## src/rtl/pulse_interval_tx.sv

```systemverilog
// Pulse-interval link transmitter: sync edges, interval-encoded metadata bits, then scan pulses.
// Optional even-parity trailer bit after the metadata is enabled by defining PULSE_TX_PARITY_EN.
module pulse_interval_tx #(
   parameter int SYNC_GAP    = 8,
   parameter int LONG_GAP    = 10,
   parameter int SHORT_GAP   = 4,
   parameter int SCAN_GAP    = 8,
   parameter int SCAN_PERIOD = 20,
   parameter int META_BITS   = 4,
   parameter int SCAN_CNT_W  = 8
) (
   input  logic                  CLK_IN,
   input  logic                  rst_n,
   input  logic                  start,
   input  logic                  abort,
   input  logic [META_BITS-1:0]  meta,
   input  logic [SCAN_CNT_W-1:0] scan_count,
   output logic                  DATA_OUT,
   output logic                  busy,
   output logic                  done,
   output logic                  scan_pol,
   output logic [2:0]            phase
);

`ifdef PULSE_TX_PARITY_EN
   localparam int unsigned NB = META_BITS + 1;
`else
   localparam int unsigned NB = META_BITS;
`endif
   localparam int unsigned IW = $clog2(NB) + 1;

   // Counter reload values: a gap of G means G-1 idle edges between pulses
   localparam logic [15:0] SYNC_LD  = 16'(SYNC_GAP - 1);
   localparam logic [15:0] LONG_LD  = 16'(LONG_GAP - 1);
   localparam logic [15:0] SHORT_LD = 16'(SHORT_GAP - 1);
   localparam logic [15:0] SCAN_LD  = 16'(SCAN_GAP - 1);
   localparam logic [15:0] PER_LD   = 16'(SCAN_PERIOD - 1);

   typedef enum logic [2:0] {
      IDLE = 3'd0,
      SYNC = 3'd1,
      META = 3'd2,
      SCAN = 3'd3,
      DONE = 3'd4
   } state_t;

   state_t                state_q, state_d;
   logic [15:0]           cnt_q, cnt_d;
   logic [1:0]            sync_q, sync_d;
   logic [IW-1:0]         bit_q, bit_d, bit_nx;
   logic                  half_q, half_d;
   logic [NB-1:0]         meta_q, meta_d;
   logic [SCAN_CNT_W-1:0] scnt_q, scnt_d;
   logic [SCAN_CNT_W-1:0] left_q, left_d;
   logic                  fin_q, fin_d;
   logic                  dout_q, dout_d;
   logic                  pol_q, pol_d;
   logic                  b_cur, b_nxt;

   // Bit 1 = long then short, bit 0 = short then long
   function automatic logic [15:0] gap_ld(input logic b, input logic h);
      return (b ^ h) ? LONG_LD : SHORT_LD;
   endfunction

   always_ff @(posedge CLK_IN or negedge rst_n) begin
      if (!rst_n) begin
         state_q <= IDLE;
         cnt_q   <= '0;
         sync_q  <= '0;
         bit_q   <= '0;
         half_q  <= 1'b0;
         meta_q  <= '0;
         scnt_q  <= '0;
         left_q  <= '0;
         fin_q   <= 1'b0;
         dout_q  <= 1'b0;
         pol_q   <= 1'b0;
      end else begin
         state_q <= state_d;
         cnt_q   <= cnt_d;
         sync_q  <= sync_d;
         bit_q   <= bit_d;
         half_q  <= half_d;
         meta_q  <= meta_d;
         scnt_q  <= scnt_d;
         left_q  <= left_d;
         fin_q   <= fin_d;
         dout_q  <= dout_d;
         pol_q   <= pol_d;
      end
   end

   always_comb begin
      state_d = state_q;
      cnt_d   = cnt_q;
      sync_d  = sync_q;
      bit_d   = bit_q;
      half_d  = half_q;
      meta_d  = meta_q;
      scnt_d  = scnt_q;
      left_d  = left_q;
      fin_d   = fin_q;
      dout_d  = 1'b0;
      pol_d   = pol_q;
      bit_nx  = bit_q + IW'(1);
      b_cur   = 1'b0;
      b_nxt   = 1'b0;
      for (int unsigned i = 0; i < NB; i++) begin
         if (bit_q == IW'(i))  b_cur = meta_q[i];
         if (bit_nx == IW'(i)) b_nxt = meta_q[i];
      end

      case (state_q)
         IDLE: begin
            if (start && !abort) begin
               state_d = SYNC;
               dout_d  = 1'b1;
               cnt_d   = SYNC_LD;
               sync_d  = 2'd1;
`ifdef PULSE_TX_PARITY_EN
               meta_d  = {^meta, meta};
`else
               meta_d  = meta;
`endif
               scnt_d  = scan_count;
               pol_d   = 1'b0;
               fin_d   = 1'b0;
            end
         end
         SYNC: begin
            if (cnt_q == '0) begin
               dout_d = 1'b1;
               if (sync_q == 2'd3) begin
                  state_d = META;
                  bit_d   = '0;
                  half_d  = 1'b0;
                  cnt_d   = gap_ld(meta_q[0], 1'b0);
               end else begin
                  sync_d = sync_q + 2'd1;
                  cnt_d  = SYNC_LD;
               end
            end else begin
               cnt_d = cnt_q - 16'd1;
            end
         end
         META: begin
            // fin_q marks that the final pulse went out last cycle
            if (fin_q) begin
               state_d = DONE;
               fin_d   = 1'b0;
            end else if (cnt_q == '0) begin
               dout_d = 1'b1;
               if (!half_q) begin
                  half_d = 1'b1;
                  cnt_d  = gap_ld(b_cur, 1'b1);
               end else begin
                  half_d = 1'b0;
                  if (bit_q == IW'(NB - 1)) begin
                     if (scnt_q != '0) begin
                        state_d = SCAN;
                        cnt_d   = SCAN_LD;
                        left_d  = scnt_q;
                     end else begin
                        fin_d = 1'b1;
                     end
                  end else begin
                     bit_d = bit_nx;
                     cnt_d = gap_ld(b_nxt, 1'b0);
                  end
               end
            end else begin
               cnt_d = cnt_q - 16'd1;
            end
         end
         SCAN: begin
            if (fin_q) begin
               state_d = DONE;
               fin_d   = 1'b0;
            end else if (cnt_q == '0) begin
               dout_d = 1'b1;
               pol_d  = (left_q == scnt_q) ? 1'b1 : ~pol_q;
               left_d = left_q - SCAN_CNT_W'(1);
               if (left_q == SCAN_CNT_W'(1)) fin_d = 1'b1;
               else                          cnt_d = PER_LD;
            end else begin
               cnt_d = cnt_q - 16'd1;
            end
         end
         DONE:    state_d = IDLE;
         default: state_d = IDLE;
      endcase

      if (abort && state_q != IDLE) begin
         state_d = IDLE;
         dout_d  = 1'b0;
         fin_d   = 1'b0;
         cnt_d   = '0;
      end
   end

   assign DATA_OUT = dout_q;
   assign scan_pol = pol_q;
   assign phase    = state_q;
   assign done     = (state_q == DONE);
   assign busy     = (state_q == SYNC) || (state_q == META) || (state_q == SCAN);

endmodule

```

## config.mk

```make
export PLATFORM = sky130hd
export DESIGN_NAME = pulse_interval_tx
export DESIGN_NICKNAME = d
export VERILOG_FILES = /design/src/rtl/pulse_interval_tx.sv
export SDC_FILE = /design/constraint.sdc
export NUM_CORES = 1
export LEC_CHECK = 0
export ABC_AREA = 1
export CORE_UTILIZATION = 54
export CTS_CLUSTER_DIAMETER = 80
export CTS_CLUSTER_SIZE = 24
export DETAILED_ROUTE_END_ITERATION = 7
export PLACE_DENSITY = 0.77
export SLEW_MARGIN = 20
export SYNTH_ARGS = -nofsm -noshare
export SYNTH_HDL_FRONTEND = slang
export SYNTH_SLANG_ARGS = --single-unit
```

## constraint.sdc

```tcl
create_clock -name CLK_IN -period 1.9 [get_ports CLK_IN]
set_clock_uncertainty 0.1 [all_clocks]
set_input_delay 0.38 -clock CLK_IN [delete_from_list [all_inputs] [get_ports CLK_IN]]
set_output_delay 0.38 -clock CLK_IN [all_outputs]
set_load 0.005 [all_outputs]
```

# After elaboration in Yosys (flattened, before gate mapping)
# Cells that the tools add are included.
# W data, S select, Z words.
dict set report totals {
  out_inout_bits 7
  reg_bits 48
  input_bits 16
  elab_cells 160
}
dict set report op_classes {
  reduce_logical 27
  eq_ne 37
  addsub 4
  mux 80
  bitwise 1
}
# cell n
set ops {}
lappend ops {{$mux W16} 11}
lappend ops {{$pmux W16 S4} 1}
lappend ops {{$mux W8} 7}
lappend ops {{$mux W3} 16}
lappend ops {{$mux W1} 30}
lappend ops {{$ne A2 B2 Y1 const B} 12}
lappend ops {{$ne A4 B4 Y1 const B} 5}
lappend ops {{$eq A3 B2 Y1 const B} 6}
lappend ops {{$ne A3 B3 Y1 const B} 6}
lappend ops {{$logic_not A16 Y1} 1}
lappend ops {{$mux W4} 4}
lappend ops {{$pmux W8 S2} 1}
lappend ops {{$reduce_and A8 Y1} 2}
lappend ops {{$sub A16 B1 Y16 const B} 1}
lappend ops {{$pmux W3 S4} 1}
lappend ops {{$eq A3 B1 Y1 const B} 3}
lappend ops {{$logic_not A3 Y1} 3}
lappend ops {{$eq A8 B1 Y1 const B} 1}
lappend ops {{$eq A8 B8 Y1} 1}
lappend ops {{$reduce_and A4 Y1} 2}
lappend ops {{$reduce_bool A2 Y1} 4}
lappend ops {{$reduce_bool A8 Y1} 1}
lappend ops {{$sub A8 B1 Y8 const B} 1}
lappend ops {{$reduce_and A7 Y1} 1}
lappend ops {{other kinds (21)} 28}

# Longest topological paths before layout
# Gate-level depths: netlist of the first run.
dict set report logic_depth {
  word_depth 13
  depth_mapped 15
  ltp_nobuf 15
}

# Least setup slack after synthesis of the first run
# Ideal clock, no wire load.
dict set report synth_path {
  kind {flip-flop to flip-flop}
  from {reg bit_q[0]}
  to {reg cnt_q[1]}
  t_arrival_ns 1.627
  period_less_slack_ns 1.843
  n_path_buf 0
  slack_ns 0.057
  setup_time_ns 0.116
  required_time_ns 1.684
  path_stages_with_launch 16
  path_cell_list {dfrtp_1 > ha_1 > ha_1 > nand2_1 > nand2_1 > nand3_1 > nand2_1 > nand2_1 > nand2_1 > nand3_1 > nand2_1 > nand2_1 > nand2_1 > nand2_1 > nand2_1 > nand2_1}
}
dict set report synth_via {
  elab_chain_len 13
  word_cells_on_any_way 27
  cone_classes {1 x add/sub; 7 x eq/ne; 16 x mux; 3 x reduce/logical}
}
# element line_no
set synth_rtl {}
lappend synth_rtl {{from (decl)} 50} ;# logic [IW-1:0] bit_q, bit_d, bit_nx;
lappend synth_rtl {{from (signal assigned)} 82} ;# bit_q <= bit_d;
lappend synth_rtl {{$add A3 B1 Y3} 105} ;# bit_nx = bit_q + IW'(1);
lappend synth_rtl {{$logic_not A3 Y1} 110} ;# if (bit_nx == IW'(i)) b_nxt = meta_q[i];
lappend synth_rtl {{$mux W1 (4 in a row)} 110}
lappend synth_rtl {{$mux W4} 62} ;# return (b ^ h) ? LONG_LD : SHORT_LD;
lappend synth_rtl {{$mux W16} 158} ;# if (bit_q == IW'(NB - 1)) begin
lappend synth_rtl {{$mux W16} 153} ;# if (!half_q) begin
lappend synth_rtl {{$mux W16} 151} ;# end else if (cnt_q == '0) begin
lappend synth_rtl {{$mux W16} 148} ;# if (fin_q) begin
lappend synth_rtl {{$pmux W16 S4} 113} ;# case (state_q)
lappend synth_rtl {{$mux W16} 193} ;# if (abort && state_q != IDLE) begin
lappend synth_rtl {{to (signal assigned)} 80} ;# cnt_q <= cnt_d;
lappend synth_rtl {{to (decl)} 48} ;# logic [15:0] cnt_q, cnt_d;
# Parallel ways exist; a longest one is shown, timed or not. The select of a mux whose other input is x is not followed.
# A chain may end at the register's enable or synchronous reset.

# Worst setup path after layout of the first run
dict set report layout_path {
  from {reg cnt_q[2]}
  to {reg left_q[0]}
}
dict set report layout_via {
  elab_chain_len 3
  word_cells_on_any_way 4
  cone_classes {2 x eq/ne; 2 x reduce/logical}
}
# element line_no
set layout_rtl {}
lappend layout_rtl {{$logic_not A16 Y1 *} {151, 179}}
lappend layout_rtl {{$ne A2 B2 Y1 (no source line)} n/a}
lappend layout_rtl {{$reduce_and A8 Y1 (no source line) *} n/a}
lappend layout_rtl {{to (signal assigned)} 86} ;# left_q <= left_d;
lappend layout_rtl {{to (decl)} 54} ;# logic [SCAN_CNT_W-1:0] left_q, left_d;
# Every way passes the cells marked *; elsewhere a longest branch is shown, timed or not.

==> results of run 1 <==
power by group through the flow:
stage                     clock network (µW)  logic, µW  registers (µW)
after global routing                     742       7190            1870
final                                    698       6630            1830
after detailed placement                   0       5330            1800
after floorplan                            0       3560            1800
after CTS                                703       5560            1770
after global placement                     0       5180            1770
worst max path at each step:
| stage | start | end |
|---|---|---|
| after global routing | bit_q[0]$_DFFE_PN0P_ | cnt_q[1]$_DFFE_PN0P_ |
| after detailed placement | bit_q[0]$_DFFE_PN0P_ | cnt_q[1]$_DFFE_PN0P_ |
| final | cnt_q[2]$_DFFE_PN0P_ | left_q[0]$_DFFE_PN0P_ |
| after CTS | cnt_q[0]$_DFFE_PN0P_ | half_q$_DFFE_PN0P_ |
| after floorplan | bit_q[0]$_DFFE_PN0P_ | cnt_q[1]$_DFFE_PN0P_ |
| after global placement | abort | cnt_q[0]$_DFFE_PN0P_ |
state kept, by name, summed over array words and instances, names as in the netlist:
| register | flops |
|---|---|
| scnt_q | 8 |
| meta_q | 4 |
| cnt_q | 16 |
| scan_pol | 1 |
| phase | 3 |
| sync_q | 2 |
| fin_q | 1 |
| DATA_OUT | 1 |
| left_q | 8 |
| bit_q | 3 |
| half_q | 1 |
cell usage in the layout (no fill, tap or decap), drive strengths merged, types with 3 or more instances in the layout:
cell type      count
nor3               6
o21ai             28
buf               74
a31oi              9
dlygate4sd2        3
nand4              7
ha                11
clkbuf             6
nand3             58
inv               60
nor2              73
nand3b             3
xnor2              6
a21oi             27
xor2               5
clkdlybuf4s50     17
dfrtp             48
mux2               4
nand2            131
Yosys cell counts, drive strengths merged:
library cell / number
a211oi: 1
clkbuf: 2
dfrtp: 48
o22ai: 2
nand3b: 2
o31ai: 2
nor2: 73
a22oi: 2
o21a: 1
xor2: 5
o21ai: 28
nor4: 1
inv: 60
nor3: 6
nand2: 130
o21bai: 1
xnor2: 6
a2bb2oi: 1
or2: 2
ha: 11
buf: 10
a21oi: 27
mux2: 4
o311ai: 2
a31oi: 9
nand3: 58
nand4: 7
o211ai: 1
critical path, cell delays in order, from the launching register on:
cell,delay [ns]
dfrtp_2,0.46
nor2_4,0.16
nand2_2,0.14
nor2_4,0.16
nand2_4,0.13
nor2_4,0.16
inv_2,0.06
o21ai_4,0.10
nand3_4,0.17
o21ai_2,0.16
inv_1,0.04
area by class of cell:
type	instances	area (µm²)	area share
Sequential cell	48	1200	0.250
Clock buffer	6	82.6	0.0172
Timing Repair Buffer	96	826	0.172
Tap cell	77	96.3	0.0200
Clock inverter	2	15.0	0.00312
Inverter	60	238	0.0494
Multi-Input combinational cell	384	2350	0.489
kinds of logic after synthesis:
family	count (synthesis)
adder cells (fa/ha/maj)	11
XOR/XNOR	11
buffers and inverters	72
AO/OA/AOI/OAI	77
multiplexers	4
AND/OR/NAND/NOR	279
flip-flops	48
layer usage:
metal	vias up	share of wire
met5	-	0
met4	0	0.037
met3	49	0.077
met2	231	0.49
li1	1837	-
met1	1849	0.40
through the flow:
step / cells / total power, µW / util / hold WS (ns) / setup slack (ns)
floorplan: 502 / 5360 / - / -0.0156 / 0.0567
global placement: 642 / 6950 / 0.665 / 0.276 / 0.0169
detailed placement: 642 / 7120 / 0.665 / 0.275 / -0.0665
CTS: 659 / 8030 / 0.699 / 0.428 / -0.00959
global route: 673 / 9800 / 0.758 / 0.472 / -0.137
finish: 673 / 9160 / 0.758 / 0.429 / -0.0426
what timing repair did:
item,in CTS,in global routing
hold buffers,1,0
pin swaps,3,16
gates resized for setup,14,78
setup buffers,7,12
endpoints found under the hold margin,48,0
setup endpoints to repair,8,33
gates cloned,1,2
==> impl_metrics.py, run 1 <==
metrics = {
    "routing": {
        "wire_per_inst_um": 16.2,
        "viasPerCell": 5.89,
        "drtIter0Drc": 451,
        "vias": 3966,
        "drt_pass1_iterations": 5,
        "drc_errors": 0,
        "ant_nets": 0,
        "wirelength_um": 10900,
    },
    "power_and_ir_drop": {
        "peakVddDrop_mv": 1.29,
        "p_clk_frac": 0.076,
        "p_leak_uw": 0.00232,
        "intPower_uw": 4450,
        "p_sw_frac": 0.514,
        "seqPwrFrac": 0.200,
        "power.density_cell_area_nw_per_um2": 1900,
        "combinationalPowerShare": 0.724,
        "p_sw_uw": 4700,
    },
    "synthesis": {
        "synth_nets": 529,
        "ys_ff_latch": 48,
        "synthSimpleGateAreaFrac": 0.373,
        "synth-xor-area-share": 0.0272,
        "synthMuxAreaShare": 0.0127,
        "synthesis.area_um2": 3550,
        "yosys-top-cells-area": "dfrtp_1, nand2_1, nor2_1",
        "syn_inst": 502,
        "ys_types": 42,
        "synth_top_family_by_area": "simple AND/OR/NAND/NOR gates",
        "synth-seq-area-share": 0.339,
        "syn_avg_cell_area_um2": 7.07,
        "synth_compound_area_frac": 0.127,
        "yosysTopAreaCell": "dfrtp_1",
        "synth_top_area_share": 0.339,
        "synth_fa_ha_area_frac": 0.0388,
        "yosysWarnings": 0,
    },
    "global_routing": {
        "grt.met3_usage": 0.0507,
        "grt_pass1_wl_um": 17000,
        "grt_util_met1": 0.393,
        "antenna_found_initial": 0,
        "grt_usage": 0.302,
        "grt_pass1_vias": 3729,
        "top_usage_layer": "met2",
        "grt_max_degree": 30,
        "gr-usage-met2": 0.497,
        "grt_overflow": 0,
    },
    "status": {
        "outcome": "complete, but fails checks",
        "violations": "negative setup slack",
    },
    "hold_path": {
        "hp-start": "cnt_q[15]$_DFFE_PN0P_",
        "holdPathEnd": "cnt_q[15]$_DFFE_PN0P_",
        "whs_path_depth": 2,
        "min_path_type": "register to register",
    },
    "sta": {
        "setup_tns_ns": -0.278,
        "fin_ws_ns": -0.0426,
        "fmax_ghz": 0.515,
        "layout_min_cycle_time_ns": 1.94,
        "worst_pin_slew_ns": 0.378,
        "finalHoldViolations": 0,
        "maxSlewViolCount": 0,
        "slew_headroom": 0.748,
        "rsz0062_at_grt": "yes",
        "period_share": 1.02,
        "final-setup-viol-count": 15,
    },
    "floorplan": {
        "die_width_um": 83.1,
        "ios": 23,
        "die-area_um2": 6900,
        "start_util": 0.559,
        "std_cell_rows": 29,
        "core-area_um2": 6350,
        "die_h_um": 83.1,
    },
    "critical_path": {
        "worstSetupEndpointType": "register",
        "reg2regPathDepth": 10,
        "r2r_end": "left_q[0]$_DFFE_PN0P_",
        "criticalPathCategory": "register to register",
        "critical_path_required_ns": 2.03,
        "r2r_slack_ns": -0.04,
        "r2r_start": "cnt_q[2]$_DFFE_PN0P_",
        "cp.arrival_ns": 2.07,
        "start_kind": "register",
        "critPathMaxFanout": 6,
    },
    "clocking": {
        "cts.sinks": 48,
        "root_buffer": "clkbuf_8",
        "clk_pin_slew_ns": 0.10,
        "cts_tree": "built",
        "cts_buffer_depth": 2,
        "worstSkewPairLatency_ns": 0.33,
        "h-tree-depth": 2,
        "cts-buffers-inserted": 5,
    },
    "final_layout": {
        "fillerInstances": 460,
        "synthToLayoutAreaGrowth_pct": 35.7,
        "diodes": 0,
        "final_cell_area_um2": 4810,
        "drive_above_1_share": 0.307,
        "fin_nets": 622,
    },
    "run": {
        "maxCapViolCount": 0,
    },
    "placed_design": {
        "io_buffers": 22,
        "gp_congestion": 0.932,
        "dp_hpwl_um": 7250,
        "placed_area_um2": 4230,
    },
}
(Power assumes the default switching activity.)
==> run 2: changes to the inputs <==
MAX_ROUTING_LAYER = met4   (was unset)
==> run 2 against run 1 <==
  * The run still ends with negative setup slack left
  * Flip-flop and latch count did not move
  * First-iteration DRC count is 3.3% lower
  * Worst hold slack improved by 0.0081 ns
  * Die area unchanged
  * Largest cell class unchanged
  * Largest power group unchanged
  * Highest routed layer unchanged
==> impl_metrics.py, run 2 (synthesized netlist as in run 1, its figures left out) <==
metrics = {
    "power_and_ir_drop": {
        "peakVddDrop_mv": 1.20,
        "p_leak_uw": 0.00232,
        "power.density_cell_area_nw_per_um2": 1920,
    },
    "global_routing": {
        "grt_usage": 0.302,
        "grt_max_degree": 26,
        "grt_pass1_wl_um": 16500,
        "antenna_found_initial": 0,
        "grt_overflow": 0,
        "grt_pass1_vias": 3708,
    },
    "final_layout": {
        "final_cell_mix": "nand2_1, buf_4, inv_1, nor2_1, dfrtp_1",
        "fin_nets": 620,
        "utilization": 0.748,
        "regMostFlops": "cnt_q",
        "reg_top3": "cnt_q (16), left_q (8), scnt_q (8)",
        "largest_reg_flops": 16,
        "drive_above_1_share": 0.291,
        "finalNonFillerCells": 671,
        "synthToLayoutAreaGrowth_pct": 33.9,
        "fillerInstances": 471,
        "final_common_cell": "nand2_1",
        "diodes": 0,
    },
    "critical_path": {
        "r2r_start": "cnt_q[2]$_DFFE_PN0P_",
        "cp.arrival_ns": 2.08,
        "setup.worst_path.start": "cnt_q[2]$_DFFE_PN0P_",
        "reg2regPathDepth": 12,
        "worstSetupEndpointType": "register",
        "criticalPathCategory": "register to register",
        "critPathMaxFanout": 8,
        "start_kind": "register",
        "r2r_slack_ns": -0.07,
        "critical_path_required_ns": 2.01,
        "r2r_end": "cnt_q[11]$_DFFE_PN0P_",
        "setup.worst_path.end": "cnt_q[11]$_DFFE_PN0P_",
    },
    "routing": {
        "wirelength_um": 10600,
        "drc_errors": 0,
        "drtIter0Drc": 436,
        "drt_pass1_iterations": 6,
        "ant_nets": 0,
        "viasPerCell": 5.76,
        "vias": 3862,
        "wire_per_inst_um": 15.8,
    },
    "floorplan": {
        "start_util": 0.559,
        "die-area_um2": 6900,
        "std_cell_rows": 29,
        "ios": 23,
        "core-area_um2": 6350,
        "die_width_um": 83.1,
        "die_h_um": 83.1,
    },
    "hold_path": {
        "min_path_type": "register to register",
    },
    "sta": {
        "final-setup-viol-count": 15,
        "finalHoldViolations": 0,
        "maxSlewViolCount": 0,
        "period_share": 1.04,
        "worst_pin_slew_ns": 0.580,
        "slew_headroom": 0.613,
        "fin_ws_ns": -0.0687,
        "rsz0062_at_grt": "yes",
        "fmax_ghz": 0.508,
        "layout_min_cycle_time_ns": 1.97,
        "setup_tns_ns": -0.578,
    },
    "clocking": {
        "cts_tree": "built",
        "h-tree-depth": 2,
        "cts_buffer_depth": 2,
        "worstSkewPairLatency_ns": 0.31,
        "cts-buffers-inserted": 5,
        "clk_pin_slew_ns": 0.10,
        "root_buffer": "clkbuf_8",
        "cts.sinks": 48,
    },
    "placed_design": {
        "gp_congestion": 0.964,
        "dp.cells": 643,
        "dp_hpwl_um": 7220,
        "post-place-ws_ns": -0.0642,
        "io_buffers": 22,
    },
    "run": {
        "maxCapViolCount": 0,
    },
    "status": {
        "outcome": "complete, but fails checks",
        "violations": "negative setup slack",
    },
}
run 2: cell count changes in the layout (fill, tap and decap cells not counted), sizes merged:
cell,change
clkbuf,-1
dlymetal6s2s,-1
bufinv,+1
buf,-2
dlygate4sd2,-1
clkdlybuf4s50,+2
clkinv,+1
clkinvlp,-1
run 2: final cells by class:
class / count / area [µm²] / share of cell area
Clock inverter: 3 / 42.5 / 0.00895
Sequential cell: 48 / 1210 / 0.254
Timing Repair Buffer: 94 / 825 / 0.174
Clock buffer: 5 / 68.8 / 0.0145
Tap cell: 77 / 96.3 / 0.0203
Multi-Input combinational cell: 384 / 2280 / 0.480
Inverter: 60 / 233 / 0.0490
run 2: metal layers:
| metal | routed length (µm) | vias to the layer above | track usage |
|---|---|---|---|
| met4 | 287 | 0 | 0.102 |
| met5 | 0 | - | - |
| met3 | 820 | 48 | 0.0427 |
| met1 | 4310 | 1786 | 0.377 |
| li1 | - | 1824 | - |
| met2 | 5170 | 204 | 0.505 |
run 2: how the worst min path moves through the flow:
| stage | from | slack [ns] | depth (start not counted) | end |
|---|---|---|---|---|
| final | sync_q[0]$_DFFE_PN0P_ | 0.44 | 1 | sync_q[0]$_DFFE_PN0P_ |
| after global routing | cnt_q[2]$_DFFE_PN0P_ | 0.47 | 2 | cnt_q[2]$_DFFE_PN0P_ |
| after CTS | cnt_q[15]$_DFFE_PN0P_ | 0.42 | 2 | cnt_q[15]$_DFFE_PN0P_ |
| after detailed placement | rst_n | 0.31 | 1 | phase[0]$_DFFE_PN0P_ |
| after global placement | rst_n | 0.31 | 1 | phase[0]$_DFFE_PN0P_ |
| after floorplan | rst_n | -0.02 | 0 | DATA_OUT$_DFF_PN0_ |
run 2: where the power goes:
part | internal, µW | switching, µW
clock | 390 | 377
sequential | 1450 | 362
combinational | 2720 | 3810
run 2: per-stage QoR:
| stage | power, µW | cell area [µm²] | hold slack (ns) |
|---|---|---|---|
| after floorplan | 5360 | 3550 | -0.0156 |
| after global placement | 6940 | 4230 | 0.305 |
| after detailed placement | 7130 | 4230 | 0.309 |
| after CTS | 8090 | 4430 | 0.419 |
| after global routing | 9770 | 4750 | 0.467 |
| final | 9110 | 4750 | 0.437 |
run 2: timing repair:
item | in CTS | in global routing
gates resized for setup | 15 | 54
pin swaps | 3 | 21
cloned | 1 | 1
buffers inserted | 4 | 13
hold endpoints to repair | 23 | 0
setup endpoints to repair | 21 | 34
hold buffers | 1 | 0
run 2: critical path, stage by stage (launching register included):
cell and delay, ns:
dfrtp_2 0.44, nor2_4 0.19, nand2_4 0.09, nor2_4 0.15, nand2_4 0.11, buf_12 0.14
nor2_4 0.11, a21oi_4 0.08, nand2_4 0.12, inv_6 0.05, buf_12 0.14, nand3_2 0.07
nand2_1 0.05
==> run 3: changes to the inputs <==
CORE_UTILIZATION = 65   (was 54)
CTS_BUF_LIST = sky130_fd_sc_hd__clkbuf_4   (was unset)
PLACE_DENSITY = 0.86   (was 0.77)
REMOVE_ABC_BUFFERS = 1   (was unset)
clock period = 2.3 ns   (was 1.9 ns; I/O delays follow)
==> run 3 against run 2 <==
  * The run now ends clean
  * Routed wire length down 13%
  * Design area fell by 15%
  * First-iteration DRC count shrank 23%
  * Clock-buffer cell count unchanged
  * Utilization is 3.6 points higher
  * Non-clock buffer count fell by 56
  * Total power decreased by 31%
  * Sequential power is 13% lower
  * Critical path depth decreased by 8
  * Final cell count fell by 9.7%
  * Worst setup slack gained 0.14 ns
  * Flip-flop and latch count stayed put
  * Critical endpoint is now done
==> impl_metrics.py, run 3 (synthesized netlist as in run 1, its figures left out) <==
metrics = {
    "status": {
        "outcome": "complete, no violations",
    },
    "routing": {
        "viasPerCell": 6.00,
        "drc_errors": 0,
        "drt_pass1_iterations": 5,
        "ant_nets": 0,
        "drtIter0Drc": 335,
        "wire_per_inst_um": 15.2,
        "wirelength_um": 9230,
        "vias": 3633,
    },
    "sta": {
        "finalHoldViolations": 0,
        "rsz0062_at_grt": "no",
        "maxSlewViolCount": 0,
        "worst_pin_slew_ns": 0.615,
        "fin_ws_ns": 0.0760,
        "period_share": 0.967,
        "hold_ws_ns": 0.431,
        "layout_min_cycle_time_ns": 2.22,
        "setup_tns_ns": 0,
        "fmax_ghz": 0.450,
        "slew_headroom": 0.590,
        "final-setup-viol-count": 0,
    },
    "clocking": {
        "worstSkewPairLatency_ns": 0.38,
        "h-tree-depth": 2,
        "clk_pin_slew_ns": 0.14,
        "root_buffer": "clkbuf_4",
        "cts-buffers-inserted": 5,
        "cts_tree": "built",
        "cts.sinks": 48,
        "cts_buffer_depth": 2,
    },
    "floorplan": {
        "die_h_um": 75.9,
        "start_util": 0.686,
        "ios": 23,
        "die_width_um": 75.9,
        "std_cell_rows": 26,
        "die-area_um2": 5760,
        "core-area_um2": 5170,
    },
    "final_layout": {
        "final_common_cell": "nand2_1",
        "utilization": 0.784,
        "diodes": 0,
        "fin_nets": 562,
        "largest_reg_flops": 16,
        "drive_above_1_share": 0.146,
        "regMostFlops": "cnt_q",
        "reg_top3": "cnt_q (16), left_q (8), scnt_q (8)",
        "synthToLayoutAreaGrowth_pct": 14.4,
        "final_cell_mix": "nand2_1, nor2_1, inv_1, nand3_1, dfrtp_1",
    },
    "placed_design": {
        "post-place-ws_ns": 0.180,
        "io_buffers": 22,
        "dp_hpwl_um": 6740,
        "gp_congestion": 0.918,
    },
    "critical_path": {
        "critical_path_required_ns": 1.74,
        "slowest_delay_ns": 0.51,
        "path_cells": "inv_1 > nand2_2 > nor2_1 > clkdlybuf4s50_1",
        "cp_slowest_cell": "clkdlybuf4s50_1",
        "setup.worst_path.start": "phase[1]$_DFFE_PN0P_",
        "cp.arrival_ns": 1.66,
        "criticalPathCategory": "register to primary output",
        "worstSetupEndpointType": "primary output",
        "reg2regPathDepth": 11,
        "critPathMaxFanout": 3,
        "start_kind": "register",
        "setup.worst_path.end": "done",
        "r2r_end": "cnt_q[6]$_DFFE_PN0P_",
        "r2r_start": "cnt_q[0]$_DFFE_PN0P_",
        "r2r_slack_ns": 0.16,
    },
    "power_and_ir_drop": {
        "power.density_cell_area_nw_per_um2": 1550,
        "peakVddDrop_mv": 0.773,
        "p_leak_uw": 0.00199,
    },
    "global_routing": {
        "grt_max_degree": 26,
        "grt_pass1_vias": 3133,
        "grt_overflow": 0,
        "grt_pass1_wl_um": 14500,
        "antenna_found_initial": 0,
        "grt_usage": 0.348,
    },
    "run": {
        "maxCapViolCount": 0,
    },
    "hold_path": {
        "min_path_type": "register to register",
        "whs_path_depth": 2,
    },
}
run 3: cell count changes in the layout (fill, tap and decap cells not counted), sizes merged:
cell,previous run,this run
clkinvlp,1,0
nand2,131,130
clkdlybuf4s50,19,21
buf,72,16
nand3b,3,2
clkinv,1,0
dlygate4sd2,2,0
bufinv,1,3
run 3: per-stage QoR:
stage          std cells  power [µW]  area [µm²]
6_report             606        6300        4060
5_1_grt              606        6800        4060
4_1_cts              604        6170        4030
3_5_place_dp         594        5390        3880
3_3_place_gp         594        5250        3880
2_1_floorplan        490        4340        3480
run 3: what timing repair did:
item	4_1_cts	5_1_grt
hold endpoints to repair	23	0
pin swaps	0	1
hold buffers	1	0
setup endpoints to repair	2	2
gates resized for setup	2	4
buffers inserted	1	2
run 3: critical path, delay by kind of cell (launching register included):
kind / cells / cell delay (ns)
buffers and inverters: 2 / 0.65
and+or+nand+nor: 2 / 0.22
DFF: 1 / 0.43
run 3: layer usage:
metal / vias to the layer above / share of wire / wire length (µm) / GRT usage
met5: - / 0 / 0 / -
met4: 0 / 0.024 / 224 / 0.107
met3: 30 / 0.082 / 760 / 0.0622
met2: 209 / 0.47 / 4380 / 0.548
met1: 1681 / 0.42 / 3860 / 0.456
li1: 1713 / - / - / -
run 3: report_power, final:
group	switching (µW)	leakage, µW	internal (µW)
registers	383	0.000590	1200
logic	2540	0.00133	1440
clock network	293	0.0000654	448
run 3: worst min path at each step:
stage / start / end / slack (ns)
floorplan: rst_n / DATA_OUT$_DFF_PN0_ / 0.06
global placement: rst_n / left_q[5]$_DFFE_PN0P_ / 0.39
detailed placement: rst_n / left_q[5]$_DFFE_PN0P_ / 0.40
CTS: cnt_q[1]$_DFFE_PN0P_ / cnt_q[1]$_DFFE_PN0P_ / 0.43
global route: sync_q[0]$_DFFE_PN0P_ / sync_q[0]$_DFFE_PN0P_ / 0.46
finish: cnt_q[1]$_DFFE_PN0P_ / cnt_q[1]$_DFFE_PN0P_ / 0.43
run 3: cell type report:
class / instances / area, µm²
Timing Repair Buffer: 38 / 350
Multi-Input combinational cell: 382 / 2060
Sequential cell: 48 / 1200
Clock buffer: 5 / 37.5
Tap cell: 70 / 87.6
Fill cell: 384 / 1120
Clock inverter: 3 / 90.1
Inverter: 60 / 228
